`config.mk`:
```
export PLATFORM = sky130hd
export DESIGN_NAME = apb_master_arb
export DESIGN_NICKNAME = d
export VERILOG_FILES = /design/src/rtl/apb_master_pkg.sv /design/src/rtl/apb_master_arb_rr.sv /design/src/rtl/apb_master_arb.sv
export SDC_FILE = /design/constraint.sdc
export NUM_CORES = 1
export LEC_CHECK = 0
export BUFFER_PORTS_ARGS = -buffer_cell sky130_fd_sc_hd__buf_2
export CORE_ASPECT_RATIO = 1.25
export CORE_MARGIN = 2
export CORE_UTILIZATION = 41
export CTS_CLUSTER_SIZE = 12
export DETAILED_ROUTE_END_ITERATION = 16
export PLACE_DENSITY = 0.77
export SYNTH_ARGS = -nofsm -noshare
export SYNTH_HDL_FRONTEND = slang
export SYNTH_SLANG_ARGS = --single-unit
export TNS_END_PERCENT = 5
```
`constraint.sdc`:
```
create_clock -name PCLK -period 2.34 [get_ports PCLK]
set_clock_uncertainty 0.2 [all_clocks]
set_input_delay 0.468 -clock PCLK [delete_from_list [all_inputs] [get_ports PCLK]]
set_output_delay 0.468 -clock PCLK [all_outputs]
set_load 0.01 [all_outputs]
```
`src/rtl/apb_master_pkg.sv`:
```
// Shared types, select encodings and address decode for the APB master arbiter.
package apb_master_pkg;

  localparam int unsigned ADDR_W = 32;
  localparam int unsigned DATA_W = 32;
  localparam int unsigned PAGE_W = 20;

  typedef enum logic [1:0] {
    ST_IDLE   = 2'd0,
    ST_SETUP  = 2'd1,
    ST_ACCESS = 2'd2,
    ST_RESP   = 2'd3
  } apb_state_e;

  localparam logic [1:0] PSEL_NONE = 2'b00;
  localparam logic [1:0] PSEL_GPIO = 2'b01;
  localparam logic [1:0] PSEL_UART = 2'b10;

  // Request payload as presented by either requester.
  typedef struct packed {
    logic              write;
    logic [ADDR_W-1:0] addr;
    logic [DATA_W-1:0] wdata;
  } apb_req_t;

  // Map the 4 KiB page of an address onto a one-hot slave select.
  function automatic logic [1:0] apb_decode(input logic [ADDR_W-1:0] addr,
                                            input logic [PAGE_W-1:0] base0,
                                            input logic [PAGE_W-1:0] base1);
    logic [1:0] sel;
    sel = PSEL_NONE;
    if (addr[ADDR_W-1:ADDR_W-PAGE_W] == base0) begin
      sel = PSEL_GPIO;
    end else if (addr[ADDR_W-1:ADDR_W-PAGE_W] == base1) begin
      sel = PSEL_UART;
    end
    return sel;
  endfunction

endpackage

```
`src/rtl/apb_master_arb_rr.sv`:
```
// Two-requester round-robin arbiter; the pointer flips to the other side on every accept.
module apb_rr_arb2 (
  input  logic       clk,
  input  logic       rst_n,
  input  logic       en,
  input  logic [1:0] valid,
  output logic [1:0] grant_c,
  output logic       grant_idx_c,
  output logic       accept_c
);

  logic ptr_q;
  logic ptr_d;

  // Pick the sole requester, or the pointer's favourite on conflict.
  always_comb begin
    grant_idx_c = 1'b0;
    if (valid == 2'b11) begin
      grant_idx_c = ptr_q;
    end else if (valid[1]) begin
      grant_idx_c = 1'b1;
    end
    accept_c = en & (|valid);
    grant_c  = 2'b00;
    if (accept_c) begin
      grant_c = grant_idx_c ? 2'b10 : 2'b01;
    end
    ptr_d = ptr_q;
    if (accept_c) begin
      ptr_d = ~grant_idx_c;
    end
  end

  // Priority pointer register; 0 favours req0.
  always_ff @(posedge clk or negedge rst_n) begin
    if (!rst_n) begin
      ptr_q <= 1'b0;
    end else begin
      ptr_q <= ptr_d;
    end
  end

endmodule

```
`src/rtl/apb_master_arb.sv`:
```
// APB3 master shared by two requesters: round-robin grant, page decode, wait states and timeout.
module apb_master_arb
  import apb_master_pkg::*;
#(
  parameter logic [19:0]  SLV0_BASE = 20'h40000,
  parameter logic [19:0]  SLV1_BASE = 20'h40001,
  parameter int unsigned  TIMEOUT   = 16,
  parameter logic [2:0]   PROT_VAL  = 3'b000
) (
  input  logic        PCLK,
  input  logic        PRESETn,
  input  logic        req0_valid,
  output logic        req0_ready,
  input  logic        req0_write,
  input  logic [31:0] req0_addr,
  input  logic [31:0] req0_wdata,
  input  logic        req1_valid,
  output logic        req1_ready,
  input  logic        req1_write,
  input  logic [31:0] req1_addr,
  input  logic [31:0] req1_wdata,
  output logic        rsp0_valid,
  output logic        rsp1_valid,
  output logic [31:0] rsp_rdata,
  output logic        rsp_err,
  output logic [31:0] PADDR,
  output logic [31:0] PWDATA,
  output logic        PWRITE,
  output logic [1:0]  PSEL,
  output logic        PENABLE,
  output logic [2:0]  PPROT,
  input  logic [31:0] PRDATA,
  input  logic        PREADY,
  input  logic        PSLVERR
);

  localparam int unsigned CNT_W = $clog2(TIMEOUT);

  apb_state_e        state_q, state_d;
  logic              idx_q, idx_d;
  logic [CNT_W-1:0]  cnt_q, cnt_d;
  logic [31:0]       paddr_q, paddr_d;
  logic [31:0]       pwdata_q, pwdata_d;
  logic              pwrite_q, pwrite_d;
  logic [1:0]        psel_q, psel_d;
  logic              penable_q, penable_d;
  logic [31:0]       rdata_q, rdata_d;
  logic              err_q, err_d;
  logic              rsp0_q, rsp0_d;
  logic              rsp1_q, rsp1_d;

  logic              arb_en_c;
  logic [1:0]        grant_c;
  logic              gidx_c;
  logic              accept_c;
  apb_req_t          req_in_c;
  logic [1:0]        dec_c;

  assign arb_en_c = (state_q == ST_IDLE);

  apb_rr_arb2 u_arb (
    .clk         (PCLK),
    .rst_n       (PRESETn),
    .en          (arb_en_c),
    .valid       ({req1_valid, req0_valid}),
    .grant_c     (grant_c),
    .grant_idx_c (gidx_c),
    .accept_c    (accept_c)
  );

  // Ready is a same-cycle grant so the requester sees acceptance at the sampling edge.
  assign req0_ready = grant_c[0];
  assign req1_ready = grant_c[1];

  // Payload of whichever requester is being granted, and its slave decode.
  always_comb begin
    req_in_c = '{write: req0_write, addr: req0_addr, wdata: req0_wdata};
    if (gidx_c) begin
      req_in_c = '{write: req1_write, addr: req1_addr, wdata: req1_wdata};
    end
    dec_c = apb_decode(req_in_c.addr, SLV0_BASE, SLV1_BASE);
  end

  // Next-state and registered-output logic for the SETUP/ACCESS sequencer.
  always_comb begin
    state_d   = state_q;
    idx_d     = idx_q;
    cnt_d     = cnt_q;
    paddr_d   = paddr_q;
    pwdata_d  = pwdata_q;
    pwrite_d  = pwrite_q;
    psel_d    = psel_q;
    penable_d = penable_q;
    rdata_d   = rdata_q;
    err_d     = err_q;
    rsp0_d    = 1'b0;
    rsp1_d    = 1'b0;

    case (state_q)
      ST_IDLE: begin
        if (accept_c) begin
          idx_d = gidx_c;
          if (dec_c != PSEL_NONE) begin
            state_d   = ST_SETUP;
            paddr_d   = req_in_c.addr;
            pwdata_d  = req_in_c.wdata;
            pwrite_d  = req_in_c.write;
            psel_d    = dec_c;
            penable_d = 1'b0;
          end else begin
            // Unmapped address: answer with an error without driving the bus.
            state_d = ST_RESP;
            rdata_d = 32'h0;
            err_d   = 1'b1;
            rsp0_d  = ~gidx_c;
            rsp1_d  = gidx_c;
          end
        end
      end

      ST_SETUP: begin
        state_d   = ST_ACCESS;
        penable_d = 1'b1;
        cnt_d     = '0;
      end

      ST_ACCESS: begin
        if (PREADY) begin
          state_d   = ST_RESP;
          rdata_d   = pwrite_q ? 32'h0 : PRDATA;
          err_d     = PSLVERR;
          psel_d    = PSEL_NONE;
          penable_d = 1'b0;
          cnt_d     = '0;
          rsp0_d    = ~idx_q;
          rsp1_d    = idx_q;
        end else if (cnt_q == CNT_W'(TIMEOUT - 1)) begin
          // This is the TIMEOUT-th ACCESS cycle without PREADY: abort.
          state_d   = ST_RESP;
          rdata_d   = 32'h0;
          err_d     = 1'b1;
          psel_d    = PSEL_NONE;
          penable_d = 1'b0;
          cnt_d     = '0;
          rsp0_d    = ~idx_q;
          rsp1_d    = idx_q;
        end else begin
          cnt_d = cnt_q + CNT_W'(1);
        end
      end

      ST_RESP: begin
        state_d = ST_IDLE;
      end

      default: begin
        state_d   = ST_IDLE;
        psel_d    = PSEL_NONE;
        penable_d = 1'b0;
      end
    endcase
  end

  // State and output registers; reset abandons any transfer in flight.
  always_ff @(posedge PCLK or negedge PRESETn) begin
    if (!PRESETn) begin
      state_q   <= ST_IDLE;
      idx_q     <= 1'b0;
      cnt_q     <= '0;
      paddr_q   <= 32'h0;
      pwdata_q  <= 32'h0;
      pwrite_q  <= 1'b0;
      psel_q    <= PSEL_NONE;
      penable_q <= 1'b0;
      rdata_q   <= 32'h0;
      err_q     <= 1'b0;
      rsp0_q    <= 1'b0;
      rsp1_q    <= 1'b0;
    end else begin
      state_q   <= state_d;
      idx_q     <= idx_d;
      cnt_q     <= cnt_d;
      paddr_q   <= paddr_d;
      pwdata_q  <= pwdata_d;
      pwrite_q  <= pwrite_d;
      psel_q    <= psel_d;
      penable_q <= penable_d;
      rdata_q   <= rdata_d;
      err_q     <= err_d;
      rsp0_q    <= rsp0_d;
      rsp1_q    <= rsp1_d;
    end
  end

  assign PADDR      = paddr_q;
  assign PWDATA     = pwdata_q;
  assign PWRITE     = pwrite_q;
  assign PSEL       = psel_q;
  assign PENABLE    = penable_q;
  assign PPROT      = PROT_VAL;
  assign rsp_rdata  = rdata_q;
  assign rsp_err    = err_q;
  assign rsp0_valid = rsp0_q;
  assign rsp1_valid = rsp1_q;

endmodule
```
; Word level (Yosys, flattened, before mapping)
; Cells that the tools add are included.
[op_classes]
addsub = 1
eq_ne = 11
mux = 46
n_bitwise = 3
reduce_logical = 12
[op_table]
columns = op, count
row1 = 2-to-1 mux 32 bit, 5
row2 = 2-to-1 mux 65 bit, 1
row3 = case mux 32 bit (2 select lines), 1
row4 = "== test 20 x 19 -> 1 bit, second input constant", 2
row5 = 2-to-1 mux 2 bit, 12
row6 = 2-to-1 mux 1 bit, 18
row7 = AND reduction 4 bit, 3
row8 = 2-to-1 mux 4 bit, 2
row9 = case mux 2 bit (4 select lines), 1
row10 = case mux 4 bit (2 select lines), 1
row11 = "== test 2 bit, second input constant", 3
row12 = "!= test 2 bit, second input constant", 3
row13 = case mux 1 bit (2 select lines), 3
row14 = nonzero test 2 bit, 3
row15 = "adder 4 x 1 -> 4 bit, second input constant", 1
row16 = "== test 4 bit, second input constant", 1
row17 = case mux 2 bit (2 select lines), 1
row18 = AND reduction 2 bit, 2
row19 = "!= test 3 bit, second input constant", 1
row20 = case mux 1 bit (3 select lines), 1
row21 = AND reduction 3 bit, 1
row22 = nonzero test 3 bit, 1
row23 = "== test 2 x 1 -> 1 bit, second input constant", 1
row24 = zero test 2 bit, 1
row25 = 3 further kinds, 4
[totals]
ff_bits = 111
word_cells = 86

; Longest topological paths before layout
; Gate-level depths: netlist of run 1.
[depth]
word_depth = 10
ltp_mapped = 8
depth_no_buf = 7

; By module
; Synthesis of run 1 repeated with hierarchy kept, for this count alone.
[hier_totals]
hier_cells = 376
hier_area_um2 = 5068.6
[by_module_without_submodules]
columns = module, instances, cells_each, area_each_um2, seq_area_each_um2
row1 = apb_master_arb, 1, 367, 4997.3, 2752.6
row2 = apb_rr_arb2, 1, 9, 71.3, 25.0

; Worst setup path before layout of run 1
; Ideal clock, no wire load.
[synth_path]
kind = input to register
from = input port req1_addr[19]
to = register paddr_q[0] (netlist: PADDR[0])
setup_ns = 0.125
t_arrival_ns = 2.119
required_time_ns = 2.015
setup_slack_ns = -0.104
stages = 6
path_cell_list = or4_4 o31ai_4 o2111ai_2 buf_6 buf_12 mux2_4
[synth_between]
elab_chain_cells = 6
word_cells_on_any_way = 7
classes_between = eq/ne (2) / mux (3) / reduce/logical (2)
[synth_rtl]
columns = element, line
row1 = from (decl), apb_master_arb.sv:20  ; input logic [31:0] req1_addr,
row2 = 2-to-1 mux 65 bit *, apb_master_arb.sv:78  ; if (gidx_c) begin
row3 = == test 20 x 19 -> 1 bit, apb_master_pkg.sv:34  ; end else if (addr[ADDR_W-1:ADDR_W-PAGE_W] == base1) begin
row4 = 2-to-1 mux 2 bit, apb_master_pkg.sv:34
row5 = 2-to-1 mux 2 bit *, apb_master_pkg.sv:32  ; if (addr[ADDR_W-1:ADDR_W-PAGE_W] == base0) begin
row6 = nonzero test 2 bit *, apb_master_arb.sv:103  ; if (dec_c != PSEL_NONE) begin
row7 = AND reduction 3 bit (no source line) *, -
row8 = to (signal assigned), apb_master_arb.sv:183  ; paddr_q <= paddr_d;
row9 = to (decl), apb_master_arb.sv:42  ; logic [31:0] paddr_q, paddr_d;
; Every way passes the cells marked *; elsewhere a longest branch is shown, timed or not.
; A chain may end at the register's enable or synchronous reset.

; Worst setup path after layout of run 1
[layout_path]
from = register u_arb.ptr_q
to = register rdata_q[20] (netlist: rsp_rdata[20])
[layout_between]
elab_chain_cells = 8
word_cells_on_any_way = 9
classes_between = eq/ne (3) / mux (4) / reduce/logical (2)
[layout_rtl]
columns = element, line
row1 = from (decl), apb_master_arb_rr.sv:12  ; logic ptr_q;
row2 = from (signal assigned), apb_master_arb_rr.sv:39  ; ptr_q <= ptr_d;
row3 = 2-to-1 mux 1 bit *, apb_master_arb_rr.sv:18  ; if (valid == 2'b11) begin
row4 = 2-to-1 mux 65 bit *, apb_master_arb.sv:78
row5 = == test 20 x 19 -> 1 bit, apb_master_pkg.sv:34
row6 = 2-to-1 mux 2 bit, apb_master_pkg.sv:34
row7 = 2-to-1 mux 2 bit *, apb_master_pkg.sv:32
row8 = nonzero test 2 bit *, apb_master_arb.sv:103
row9 = != test 2 bit (no source line) *, -
row10 = AND reduction 4 bit (no source line) *, -
row11 = to (signal assigned), apb_master_arb.sv:188  ; rdata_q <= rdata_d;
row12 = to (decl), apb_master_arb.sv:47  ; logic [31:0] rdata_q, rdata_d;
; Marks and branches as above.

==> results.txt, run 1 <==
The arrival time of the worst setup path came out at approximately 2300 ps. The worst setup path is of the register to register kind. The fraction of final layout cells sized beyond drive strength 1 is 0.6261. Of the total synthesized cell area, the portion taken by AND, OR, NAND and NOR gates is 0.06963. TritonCTS built the clock tree. The number of hold-slack violations in the final timing report came out at 0.

The instance count along the most critical hold path is 2. The biggest area contributor in the post-synthesis netlist is sky130_fd_sc_hd__dfrtp_1. The source of the worst hold timing path is PRDATA[30].

The beginning of the worst register-to-register path is u_arb.ptr_q. The post-route core utilization came out at 0.5886. After technology mapping, the gate count stands at roughly 370. The portion of synthesized area spent on multiplexers is 0.2413. The clock insertion delay at the later pin of the skew report is about 340 ps. The delay contributed by the slowest stage of the critical path is about 460 ps. Dividing the final minimum period by the clock period gives 0.9643. In this run the worst hold path is classified as primary input to register. The async set or reset register ratio after synthesis came out at 1.000. The fraction of the mapped netlist area in adder cells came out at 0.01209. The count of unresolved DRC violations after routing is 0. The congestion estimate from routability-driven global placement came to 0.8220. The setup slack on the worst flop-to-flop path came out at 80 ps. The number of global-route vias before repair came to between 4k and 5k. The required time reported for the critical path endpoint came out at between 2000 and 2500 ps. The overall die height came out at approximately 130 um. The layout overhead on the synthesized area is 38.97%.

The port buffer count came out at 272. The pin count of the biggest net entering global routing is 71. For this run, the post-layout net count is ~830. Traced cell by cell, the critical path runs through o21ai_4 > mux2i_1 > buf_4 > buf_4 > a311o_2 > buf_12 > a22o_1.

Of the total synthesized cell area, the portion taken by XOR and XNOR cells is 0. By area the synthesized netlist is led by sky130_fd_sc_hd__dfrtp_1, sky130_fd_sc_hd__mux2_2, sky130_fd_sc_hd__mux2_4. The count of warnings emitted by yosys came out at 0. The count of buffer and inverter cells on the critical path came out at 3. The number of buffers between clock root and the deepest sink came out at 2. The final number of max-transition violations is 0.

The fraction of the yosys area taken by sequential cells is 0.5368. The count of distinct cell types in the synthesized netlist came out at between 40 and 50. Grouping stages by cell kind, the critical path spends the most delay in compound AO/OA/AOI/OAI gates. The initial antenna violation count was 0. The post-synthesis compound-gate area fraction came out at 0.09647. Among the stages of the critical path, the cell type that occurs most often is sky130_fd_sc_hd__buf_4. Setup repair after global routing left no endpoint under its margin. The number of antenna diodes is 0.

The clock-pin slew on the worst setup and hold paths came out at around 80 ps. The final worst setup slack is about 83 ps. The number of synthesized flops with an enable pin came out at 0. The violation count after the first detailed-route iteration is about 180.

For this run, the total global-route usage over all layers was measured as 0.1908. The shortest clock period the worst path allows after layout came out at between 2000 and 2500 ps. The count of antenna-violating nets left after detailed routing is 0. The routed wire length is roughly 13 mm. The pre-CTS setup slack is -209.0 ps.

The placeable core area is roughly 12000 um2. The most used flip-flop cell after synthesis is sky130_fd_sc_hd__dfrtp_1. After synthesis, the largest family of logic cells by area is multiplexers. Global routing finished with a remaining overflow of 0. The sequential cells in the finished layout cover a total of roughly 2800 um2.

Clock tree synthesis inserted a total of 9 buffers. After legalization and detailed placement, the total HPWL measured about 10 mm. STA classifies the critical path startpoint as a register.

276 I/O pins were placed. In this run the number of H-tree levels came out at 3. Of the post-synthesis cell area, the dominant cell type holds 0.5368. The first-pass GRT wire length came out at roughly 20 mm. The area of the multi-input gates is about 2200 um2. The logic depth of the worst register-to-register path came out at 7. The maximum ir drop on the vdd rail is 0.0004159 V. The top achievable clock speed is roughly 440 MHz. The final route contains between 4k and 5k vias. The first-pass detailed-route iteration total came out at 4. The die area is ~14000 um2. The number of max-capacitance violations reported came out at 0.

The wire length per cell is approximately 16 um. The capture instance of the worst register-to-register path is rsp_rdata[20]. The kind of end point of the critical path is a register. The area of the mapped netlist is 5175 um2. Clock tree synthesis found a total of ~110 sinks.

Averaged over all synthesized cells, the footprint is between 10 and 15 um2. Setup violations remaining at the end of the flow were counted as 0. In this run the static leakage power is 4.072 nW. The row count came out at 45. Synthesis inferred about 110 register bits. The total of fill cells in the finished design is roughly 1000. The endpoint of the worst hold path is rsp_rdata[30]. The flow ran to the end, and the final reports show no timing, DRC or antenna violations.

The critical-path maximum fanout is 32. The power density relative to cell area is 831.8 nW/um2. The tree is rooted in a sky130_fd_sc_hd__clkbuf_16.

In the routed layout, each cell is associated on average with a via count of just under 5. The die is 104.5 um wide. The starting density of the core came out at 0.4236. The cell with the biggest individual delay on the critical path is sky130_fd_sc_hd__dfrtp_1.
-- stage by stage --
step                setup TNS (ps)  instances  hold WS (ps)  cell area, um2  total power [W]
floorplan                    -1656        375        -27.59            5182         0.003559
global placement            -15340        812         110.2            6854         0.004369
detailed placement          -15660        812         114.5            6854         0.004429
CTS                              0        829         128.2            7181         0.006037
global route                     0        830         129.1            7192         0.006309
finish                           0        830         141.9            7192         0.005982
-- layer usage --
metal,share of wire,vias to the layer above,GRT usage
li1,-,1922,-
met1,0.38,1973,0.2203
met2,0.53,208,0.3502
met3,0.063,26,0.02968
met4,0.026,0,0.08585
met5,0,-,0
-- cells in the final DEF, fill, tap and decap left out, types with 2 or more instances in the layout --
| master | n |
|---|---|
| sky130_fd_sc_hd__dfrtp_1 | 111 |
| sky130_fd_sc_hd__nand2b_1 | 3 |
| sky130_fd_sc_hd__o2bb2ai_1 | 2 |
| sky130_fd_sc_hd__nor4b_1 | 2 |
| sky130_fd_sc_hd__o21ai_0 | 5 |
| sky130_fd_sc_hd__and2_1 | 18 |
| sky130_fd_sc_hd__mux2i_1 | 4 |
| sky130_fd_sc_hd__nor4_1 | 6 |
| sky130_fd_sc_hd__inv_1 | 10 |
| sky130_fd_sc_hd__mux2_4 | 40 |
| sky130_fd_sc_hd__buf_12 | 6 |
| sky130_fd_sc_hd__inv_6 | 2 |
| sky130_fd_sc_hd__nor3b_1 | 2 |
| sky130_fd_sc_hd__a21oi_1 | 5 |
| sky130_fd_sc_hd__inv_8 | 2 |
| sky130_fd_sc_hd__o211ai_1 | 3 |
| sky130_fd_sc_hd__nor2_1 | 7 |
| sky130_fd_sc_hd__buf_2 | 271 |
| sky130_fd_sc_hd__a22o_1 | 32 |
| sky130_fd_sc_hd__nand3_1 | 3 |
| sky130_fd_sc_hd__conb_1 | 3 |
| sky130_fd_sc_hd__ha_1 | 5 |
| sky130_fd_sc_hd__mux2_2 | 54 |
| sky130_fd_sc_hd__nand2_1 | 10 |
| sky130_fd_sc_hd__buf_4 | 21 |
| sky130_fd_sc_hd__nor3_1 | 4 |
| sky130_fd_sc_hd__nor2b_1 | 2 |
| sky130_fd_sc_hd__clkbuf_16 | 9 |
| sky130_fd_sc_hd__and3_1 | 2 |
-- power by group --
part,internal [W],switching (W)
clock,0.000855,0.000721
sequential,0.00223,0.000180
combinational,0.000984,0.00101
total,0.00407,0.00191
-- cell type report --
cell class	count	area share
sequential	111	0.3862
inverter	10	0.005219
clock inverter	7	0.01200
clock buffer	9	0.03132
timing repair buffer	299	0.2286
tap	164	0.02853
multi-input combinational	230	0.3081
-- what timing repair did --
| action | CTS | global route |
|---|---|---|
| endpoints found under the setup margin | 1 | 32 |
| hold endpoints to repair | 9 | 0 |
| gates resized for setup | 1 | 1 |
| pin swaps | 0 | 1 |
| hold buffers | 1 | 0 |
| buffers inserted | 0 | 1 |
-- state kept, by name (all words and copies together), names as in the netlist --
| name | flops |
|---|---|
| PENABLE | 1 |
| state_q | 2 |
| rsp_err | 1 |
| cnt_q | 4 |
| u_arb.ptr_q | 1 |
| idx_q | 1 |
| PADDR | 32 |
| PSEL | 2 |
| rsp_rdata | 32 |
| PWRITE | 1 |
| PWDATA | 32 |
| rsp0_valid | 1 |
| rsp1_valid | 1 |
-- synth_stat cells, types with 2 or more instances --
cell type and count:
sky130_fd_sc_hd__dfrtp_1 111, sky130_fd_sc_hd__mux2_2 54, sky130_fd_sc_hd__mux2_4 40, sky130_fd_sc_hd__a22o_1 32, sky130_fd_sc_hd__and2_1 18, sky130_fd_sc_hd__inv_1 10, sky130_fd_sc_hd__nand2_1 10, sky130_fd_sc_hd__buf_2 9
sky130_fd_sc_hd__clkbuf_1 7, sky130_fd_sc_hd__nor2_1 7, sky130_fd_sc_hd__nor4_1 6, sky130_fd_sc_hd__a21oi_1 5, sky130_fd_sc_hd__ha_1 5, sky130_fd_sc_hd__o21ai_0 5, sky130_fd_sc_hd__buf_12 4, sky130_fd_sc_hd__mux2i_1 4
sky130_fd_sc_hd__nor3_1 4, sky130_fd_sc_hd__buf_4 3, sky130_fd_sc_hd__nand2b_1 3, sky130_fd_sc_hd__nand3_1 3, sky130_fd_sc_hd__o211ai_1 3, sky130_fd_sc_hd__a31oi_1 2, sky130_fd_sc_hd__and3_1 2, sky130_fd_sc_hd__nor2b_1 2
sky130_fd_sc_hd__nor3b_1 2, sky130_fd_sc_hd__nor4b_1 2, sky130_fd_sc_hd__o2bb2ai_1 2
-- how the worst max path moves through the flow --
stage	from	end	depth (start not counted)
2_1_floorplan	req1_addr[19]	PADDR[0]	6
3_3_place_gp	req0_valid	rsp_rdata[8]	9
3_5_place_dp	req1_addr[19]	PADDR[17]	7
4_1_cts	u_arb.ptr_q	rsp_rdata[20]	7
5_1_grt	u_arb.ptr_q	rsp_rdata[7]	7
6_report	u_arb.ptr_q	rsp_rdata[20]	7
-- worst register-to-register path, stage by stage, from the launching register on --
cell and delay, ps:
sky130_fd_sc_hd__dfrtp_1 460, sky130_fd_sc_hd__o21ai_4 210, sky130_fd_sc_hd__mux2i_1 110, sky130_fd_sc_hd__buf_4 160, sky130_fd_sc_hd__buf_4 150, sky130_fd_sc_hd__a311o_2 410
sky130_fd_sc_hd__buf_12 180, sky130_fd_sc_hd__a22o_1 260
-- logic make-up (layout without fill, tap and decap cells) --
family,count (synthesis),count (layout)
and+or+nand+nor,63,63
AOI/OAI and AO/OA,61,61
other,1,3
muxes,98,98
buffers and inverters,34,325
adders and majority gates,5,5
DFF,111,111
(Power assumes the default switching activity.)
==> run 2: changes to the inputs <==
--- a/config.mk
+++ b/config.mk
@@ -11,7 +11,7 @@
 export CORE_UTILIZATION = 41
 export CTS_CLUSTER_SIZE = 12
 export DETAILED_ROUTE_END_ITERATION = 16
-export PLACE_DENSITY = 0.77
+export PLACE_DENSITY = 0.74
 export SYNTH_ARGS = -nofsm -noshare
 export SYNTH_HDL_FRONTEND = slang
 export SYNTH_SLANG_ARGS = --single-unit
==> results.txt, run 2 (synthesized netlist as in run 1, its figures left out) <==
The total net switching power came out at 0.001930 W (was 0.001908 W). The first-pass detailed-route iteration total is 4 (unchanged). The pre-CTS setup slack came to -251.6 ps (was -209.0 ps). The static leakage came out at 4.059 nW (was 4.072 nW). The delay contributed by the slowest stage of the critical path is 430 ps (was 460 ps). Run status: finished clean (unchanged). The area taken by flip-flops and latches came out at 2779 um2 (was 2778 um2). The fraction of final layout cells sized beyond drive strength 1 came out at 0.6325 (was 0.6261). The die area came to 13540 um2 (unchanged). The met2 layer wire length in the routed design came out at 7.375 mm (was 7.056 mm). The residual overflow from global routing came out at 0 (unchanged). The total internal power came out at 0.004144 W (was 0.004074 W). The number of antenna diodes came out at 0 (unchanged).

The routed wire length came out at 13.74 mm (was 13.25 mm). The topmost layer with routed signal wires is met4 (unchanged). The cell with the biggest individual delay on the critical path is sky130_fd_sc_hd__dfrtp_1 (unchanged). The kind of end point of the critical path is an output pin (was register). The port buffer count came out at 272 (unchanged). The total met3 wirelength after detailed routing is 855 um (was 837 um). The pin count of the biggest net entering global routing is 63 (was 71). The critical-path maximum fanout came out at 4 (was 32).

The count of antenna-violating nets left after detailed routing came to 0 (unchanged). The wire length per cell came to 16.59 um (was 15.97 um). The total of fill cells in the finished design came out at 1031 (was 998). The final weighted congestion of routability-driven global placement is 0.7860 (was 0.8220). The layout overhead on the synthesized area is 39.07% (was 38.97%). The share of power burned in combinational logic came out at 0.326 (was 0.333).

The first-pass GRT wire length came out at 21.01 mm (was 20.40 mm). The element type at the critical path start was a register (unchanged). The part of the total power dissipated in sequential elements is 0.401 (was 0.404).

The number of buffers between clock root and the deepest sink is 2 (unchanged). The count of unresolved DRC violations after routing was 0 (unchanged). Setup repair after global routing missed its margin: yes (was no). The power density relative to cell area is 843.9 nW/um2 (was 831.8 nW/um2). The violation count after the first detailed-route iteration is 185 (was 175).

The number of max-capacitance violations reported is 0 (unchanged). The clock-pin slew on the worst setup and hold paths came out at 70 ps (was 80 ps). Most frequent cells in the layout: sky130_fd_sc_hd__buf_2, sky130_fd_sc_hd__dfrtp_1, sky130_fd_sc_hd__mux2_2, sky130_fd_sc_hd__mux2_4, sky130_fd_sc_hd__a22o_1 (unchanged). The fraction of the cycle the final worst path needs came out at 0.9744 (was 0.9643).

The shortest clock period the worst path allows after layout is 2280 ps (was 2257 ps). The cell at the root of the clock tree was sky130_fd_sc_hd__clkbuf_16 (unchanged). The top achievable clock speed is 438.6 MHz (was 443.2 MHz).

The placeable core area is 12220 um2 (unchanged). The net switching share of the total power came out at 0.3177 (was 0.3189). The number of vias after detailed routing came out at 4113 (was 4129). The post-DP HPWL is 10.74 mm (was 10.40 mm).

The overall die height is 129.6 um (unchanged). The count of clock tree sinks is 111 (unchanged). The routed metal-1 wire length is 5.327 mm (was 5.005 mm). The final worst setup slack was 59.92 ps (was 83.47 ps). The final standard cell area without fillers is 7197 um2 (was 7192 um2). The required time reported for the critical path endpoint is 1670 ps (was 2370 ps). The total global-route track usage is 0.1990 (was 0.1908). The setup slack on the worst flop-to-flop path is 110 ps (was 80 ps). The number of setup buffers added after CTS came out at 0 (unchanged).

The area of the multi-input gates is 2226 um2 (was 2216 um2). The average vias per placed instance came to 4.967 (was 4.975). The maximum ir drop on the vdd rail was 0.0005270 V (was 0.0004159 V). The class of the worst hold path was primary input to register (unchanged). The initial antenna violation count is 0 (unchanged). The number of nets in the final layout is 832 (was 834). Ordered list of cells on the worst path: inv_2 > ha_2 > buf_4 > inv_1 > a211oi_2 > buf_2 (was o21ai_4 > mux2i_1 > buf_4 > buf_4 > a311o_2 > buf_12 > a22o_1).

The TritonCTS buffer count is 9 (unchanged). The clock insertion delay at the later pin of the skew report is 350 ps (was 340 ps). The row count came out at 45 (unchanged). The number of hold-slack violations in the final timing report is 0 (unchanged). The number of setup violations in the final report came out at 0 (unchanged). The number of H-tree levels came out at 3 (unchanged).

The chip width is 104.5 um (unchanged). The number of global-route vias before repair came out at 4208 (was 4176). The most common cell after layout, fill and taps aside is sky130_fd_sc_hd__buf_2 (unchanged). The placement-stage cell area came out at 6834 um2 (was 6854 um2). The clock network fraction of total power was 0.273 (was 0.263).

The CTS tree is built (unchanged). The final number of max-transition violations is 0 (unchanged). The kind of critical path is register to output pin (was register to register). The starting density of the core is 0.4236 (unchanged). The number of ports placed on the die boundary came out at 276 (unchanged). The arrival time of the worst setup path is 1610 ps (was 2280 ps).
run 2: changes by cell type in the layout (fill, tap and decap cells not counted), sizes merged:
cell | before | now
clkinvlp | 1 | 2
buf | 298 | 296
inv | 14 | 12
bufinv | 1 | 2
run 2: worst paths after layout:
kind                                      end  cells past startpoint        start
worst max-delay path               req0_ready                      6   state_q[1]
worst min-delay path            rsp_rdata[30]                      2   PRDATA[30]
worst max register to register   rsp_rdata[0]                      7  u_arb.ptr_q
worst min register to register     rsp0_valid                      1        idx_q
max in group asynchronous          PWDATA[17]                      3      PRESETn
min in group asynchronous       rsp_rdata[30]                      2      PRESETn
run 2: final cells by class:
cell class / instances / share of cell area
clock inverters: 7 / 0.01443
clock buffers: 9 / 0.03129
multi-input cells: 230 / 0.3093
repair buffers: 297 / 0.2251
well taps: 164 / 0.02851
flip-flops and latches: 111 / 0.3861
inverters: 10 / 0.005216
run 2: power by group through the flow:
| stage | clock network [W] | logic [W] | registers (W) |
|---|---|---|---|
| floorplan | 0 | 0.000988 | 0.00257 |
| global placement | 0 | 0.00192 | 0.00244 |
| detailed placement | 0 | 0.00194 | 0.00247 |
| CTS | 0.00170 | 0.00197 | 0.00243 |
| global route | 0.00177 | 0.00216 | 0.00247 |
| finish | 0.00166 | 0.00198 | 0.00244 |
run 2: layer usage:
metal	global-route usage	up-vias
met5	0	-
met4	0.06677	0
met3	0.03974	13
met2	0.3737	207
met1	0.2262	1984
li1	-	1909
run 2: repair_timing:
item,in CTS,in global routing
cloned,0,0
gates resized for setup,3,6
setup endpoints to repair,2,36
endpoints found under the hold margin,22,0
hold buffers,1,0
pin swaps,0,2
run 2: per-stage QoR:
stage          hold slack [ps]  utilization  TNS (ps)  total power, W  instances
2_1_floorplan           -27.59            -     -1656        0.003559        375
6_report                 139.7       0.5890         0        0.006073        828
4_1_cts                  127.0       0.5880         0        0.006103        828
3_5_place_dp             198.7       0.5593    -18220        0.004408        811
3_3_place_gp             183.3       0.5593    -17490        0.004358        811
5_1_grt                  140.5       0.5890    -16.75        0.006400        828
run 2: critical path: cells and delay by family (launching register included):
family          cells  cell delay, ps
buf+inv             4             440
flops               1             430
compound gates      1             220
fa+ha+maj           1             170
==> run 3: changes to the inputs <==
==> constraint.sdc (replaced) <==
create_clock -name PCLK -period 1.85 [get_ports PCLK]
set_clock_uncertainty 0.2 [all_clocks]
set_input_delay 0.37 -clock PCLK [delete_from_list [all_inputs] [get_ports PCLK]]
set_output_delay 0.37 -clock PCLK [all_outputs]
set_load 0.01 [all_outputs]
==> results.txt, run 3 (synthesized netlist as in run 1, its figures left out) <==
The layout overhead on the synthesized area came out at 43.79% (was 39.07%). The port buffer count is 272 (unchanged). The starting density of the core was 0.4236 (unchanged). The count of unresolved DRC violations after routing is 0 (unchanged). The first-pass GRT wire length came out at 21.54 mm (was 21.01 mm). The total internal power came out at 0.005343 W (was 0.004144 W).

Run status: finished, violations left (was finished clean). The number of vias after detailed routing came out at 4217 (was 4113). The met2 layer wire length in the routed design was 7.286 mm (was 7.375 mm). The placeable core area came out at 12220 um2 (unchanged). The pin count of the biggest net entering global routing came out at 112 (was 63). The share of power burned in combinational logic is 0.374 (was 0.326). The required time reported for the critical path endpoint came out at 1280 ps (was 1670 ps). The total power came out at 0.007927 W (was 0.006073 W). The violation count after the first detailed-route iteration is 156 (was 185). The beginning of the worst register-to-register path was u_arb.ptr_q (unchanged). The residual overflow from global routing came out at 0 (unchanged). The count of antenna-violating nets left after detailed routing came out at 0 (unchanged). The end of the critical path is req0_ready (unchanged). The total met3 wirelength after detailed routing is 1.009 mm (was 855 um).

The die area came out at 13540 um2 (unchanged). The first-pass detailed-route iteration total is 8 (was 4). The final number of max-transition violations came out at 0 (unchanged). The part of the total power dissipated in sequential elements came out at 0.385 (was 0.401). The number of H-tree levels was 3 (unchanged). The fraction of final layout cells sized beyond drive strength 1 came to 0.6589 (was 0.6325). The number of antenna diodes is 0 (unchanged).

The post-DP HPWL came to 10.36 mm (was 10.74 mm). The net switching share of the total power is 0.3259 (was 0.3177). The routed wire length came out at 13.75 mm (was 13.74 mm). The filler-free cell count of the finished design came out at 850 (was 828).

The number of max-capacitance violations reported is 0 (unchanged). The clock network fraction of total power came to 0.242 (was 0.273). The kind of end point of the critical path is an output pin (unchanged).

The pre-CTS setup slack is -603.0 ps (was -251.6 ps). The CTS tree was built (unchanged). The worst setup path startpoint is state_q[1] (unchanged).

The setup slack on the worst flop-to-flop path is -310 ps (was 110 ps). The top achievable clock speed came out at about 460 MHz. The logic depth of the worst register-to-register path came to 7 (unchanged). Most frequent cells in the layout: sky130_fd_sc_hd__buf_2, sky130_fd_sc_hd__dfrtp_1, sky130_fd_sc_hd__mux2_2, sky130_fd_sc_hd__mux2_4, sky130_fd_sc_hd__buf_4 (was sky130_fd_sc_hd__buf_2, sky130_fd_sc_hd__dfrtp_1, sky130_fd_sc_hd__mux2_2, sky130_fd_sc_hd__mux2_4, sky130_fd_sc_hd__a22o_1). The number of hold-slack violations in the final timing report is 0 (unchanged). The chip width is 104.5 um (unchanged).

The static leakage was 4.200 nW (was 4.059 nW). The count of clock tree sinks came to 111 (unchanged). The clock insertion delay at the later pin of the skew report came out at 350 ps (about the same).

The final worst setup slack was -325.3 ps (was 59.92 ps). The total global-route track usage came to 0.2019 (was 0.1990). The placement-stage cell area is 6928 um2 (was 6834 um2).

The most common cell after layout, fill and taps aside is sky130_fd_sc_hd__buf_2 (unchanged). The capture instance of the worst register-to-register path is PADDR[1] (was rsp_rdata[0]). The wire length per cell came to 16.17 um (was 16.59 um). The critical-path maximum fanout came to 3 (was 4). The number of global-route vias before repair came out at 4419 (was 4208). The class of the worst hold path is primary input to register (unchanged). The cell at the root of the clock tree is sky130_fd_sc_hd__clkbuf_16 (unchanged).

The clock-pin slew on the worst setup and hold paths came out at 80 ps (was 70 ps). The number of placed instances with taps included came out at 823 (was 811). The checks that failed: setup timing. The element type at the critical path start was a register (unchanged).

The final standard cell area without fillers is 7441 um2 (was 7197 um2). Setup repair after global routing missed its margin: yes (unchanged). The shortest clock period the worst path allows after layout is roughly 2200 ps. The total net switching power came out at 0.002584 W (was 0.001930 W). The overall die height is 129.6 um (unchanged). The arrival time of the worst setup path came to 1610 ps (about the same). The initial antenna violation count is 0 (unchanged). The number of nets in the final layout is 854 (was 832). Of the available clock period, the critical path in the final layout requires 1.176. The final weighted congestion of routability-driven global placement is 0.7945 (was 0.7860). The routed metal-1 wire length came out at 5.201 mm (was 5.327 mm). The number of setup violations in the final report is 105 (was 0).

The row count is 45 (unchanged). The topmost layer with routed signal wires is met4 (unchanged). The number of ports placed on the die boundary is 276 (unchanged). The TritonCTS buffer count is 9 (unchanged).

The power density relative to cell area is 1065 nW/um2 (was 843.9 nW/um2). The headroom to the max-slew limit is 0.6191. The number of buffers between clock root and the deepest sink came out at 2 (unchanged). The worst hold-check slack is 37.12 ps (was 139.7 ps). The average vias per placed instance is 4.961 (was 4.967). The transition time at the pin with the least slew margin came out at between 500 and 600 ps.

The maximum ir drop on the vdd rail came out at 0.0006496 V (was 0.0005270 V). The kind of critical path is register to output pin (unchanged).
==> run 3: layer usage <==
layer	GRT usage	vias to the layer above
li1	-	1972
met1	0.2288	2019
met2	0.3710	206
met3	0.05131	20
met4	0.06916	0
met5	0	-
==> run 3: per-stage QoR <==
step                setup TNS, ps  utilization
global placement           -49140       0.5670
floorplan                  -34230            -
global route               -35310       0.6090
detailed placement         -54910       0.5670
finish                     -26820       0.6090
CTS                        -22750       0.6036
==> run 3: repair_timing <==
| item | in CTS | in global routing |
|---|---|---|
| buffers inserted | 7 | 3 |
| pin swaps | 35 | 7 |
| hold endpoints to repair | 111 | 0 |
| resized for setup | 22 | 13 |
| hold buffers | 1 | 0 |
| setup endpoints to repair | 104 | 104 |
==> run 3: how the worst min path moves through the flow <==
| stage | from | end | slack, ps | cells after the start |
|---|---|---|---|---|
| 2_1_floorplan | PRESETn | PADDR[0] | -130 | 0 |
| 3_3_place_gp | PADDR[30] | PADDR[30] | 250 | 1 |
| 3_5_place_dp | PADDR[30] | PADDR[30] | 250 | 1 |
| 4_1_cts | PRDATA[8] | rsp_rdata[8] | 20 | 2 |
| 5_1_grt | PRDATA[18] | rsp_rdata[18] | 20 | 2 |
| 6_report | PRDATA[8] | rsp_rdata[8] | 40 | 2 |
==> run 3: power groups by stage <==
stage	clock, W	sequential, W	combinational, W
after floorplan	0	0.00325	0.00125
after global placement	0	0.00307	0.00259
after detailed placement	0	0.00309	0.00264
after CTS	0.00198	0.00305	0.00291
after global routing	0.00207	0.00311	0.00319
final	0.00192	0.00305	0.00296
==> run 3: area by class of cell <==
type,count,area [um2]
clock buffer,9,225.2
multi-input combinational,230,2285
inverter,10,40.04
clock inverter,7,73.82
timing repair buffer,319,1834
fill,980,4777
tap,164,205.2
sequential,111,2778
==> run 3: worst max-delay path, cell delays in order (launching register included) <==
cell                       delay, ps
sky130_fd_sc_hd__dfrtp_1         390
sky130_fd_sc_hd__inv_2            90
sky130_fd_sc_hd__ha_4            150
sky130_fd_sc_hd__buf_6           100
sky130_fd_sc_hd__inv_4            30
sky130_fd_sc_hd__buf_6           110
sky130_fd_sc_hd__a211oi_2        140
sky130_fd_sc_hd__buf_4           160
sky130_fd_sc_hd__buf_6            90
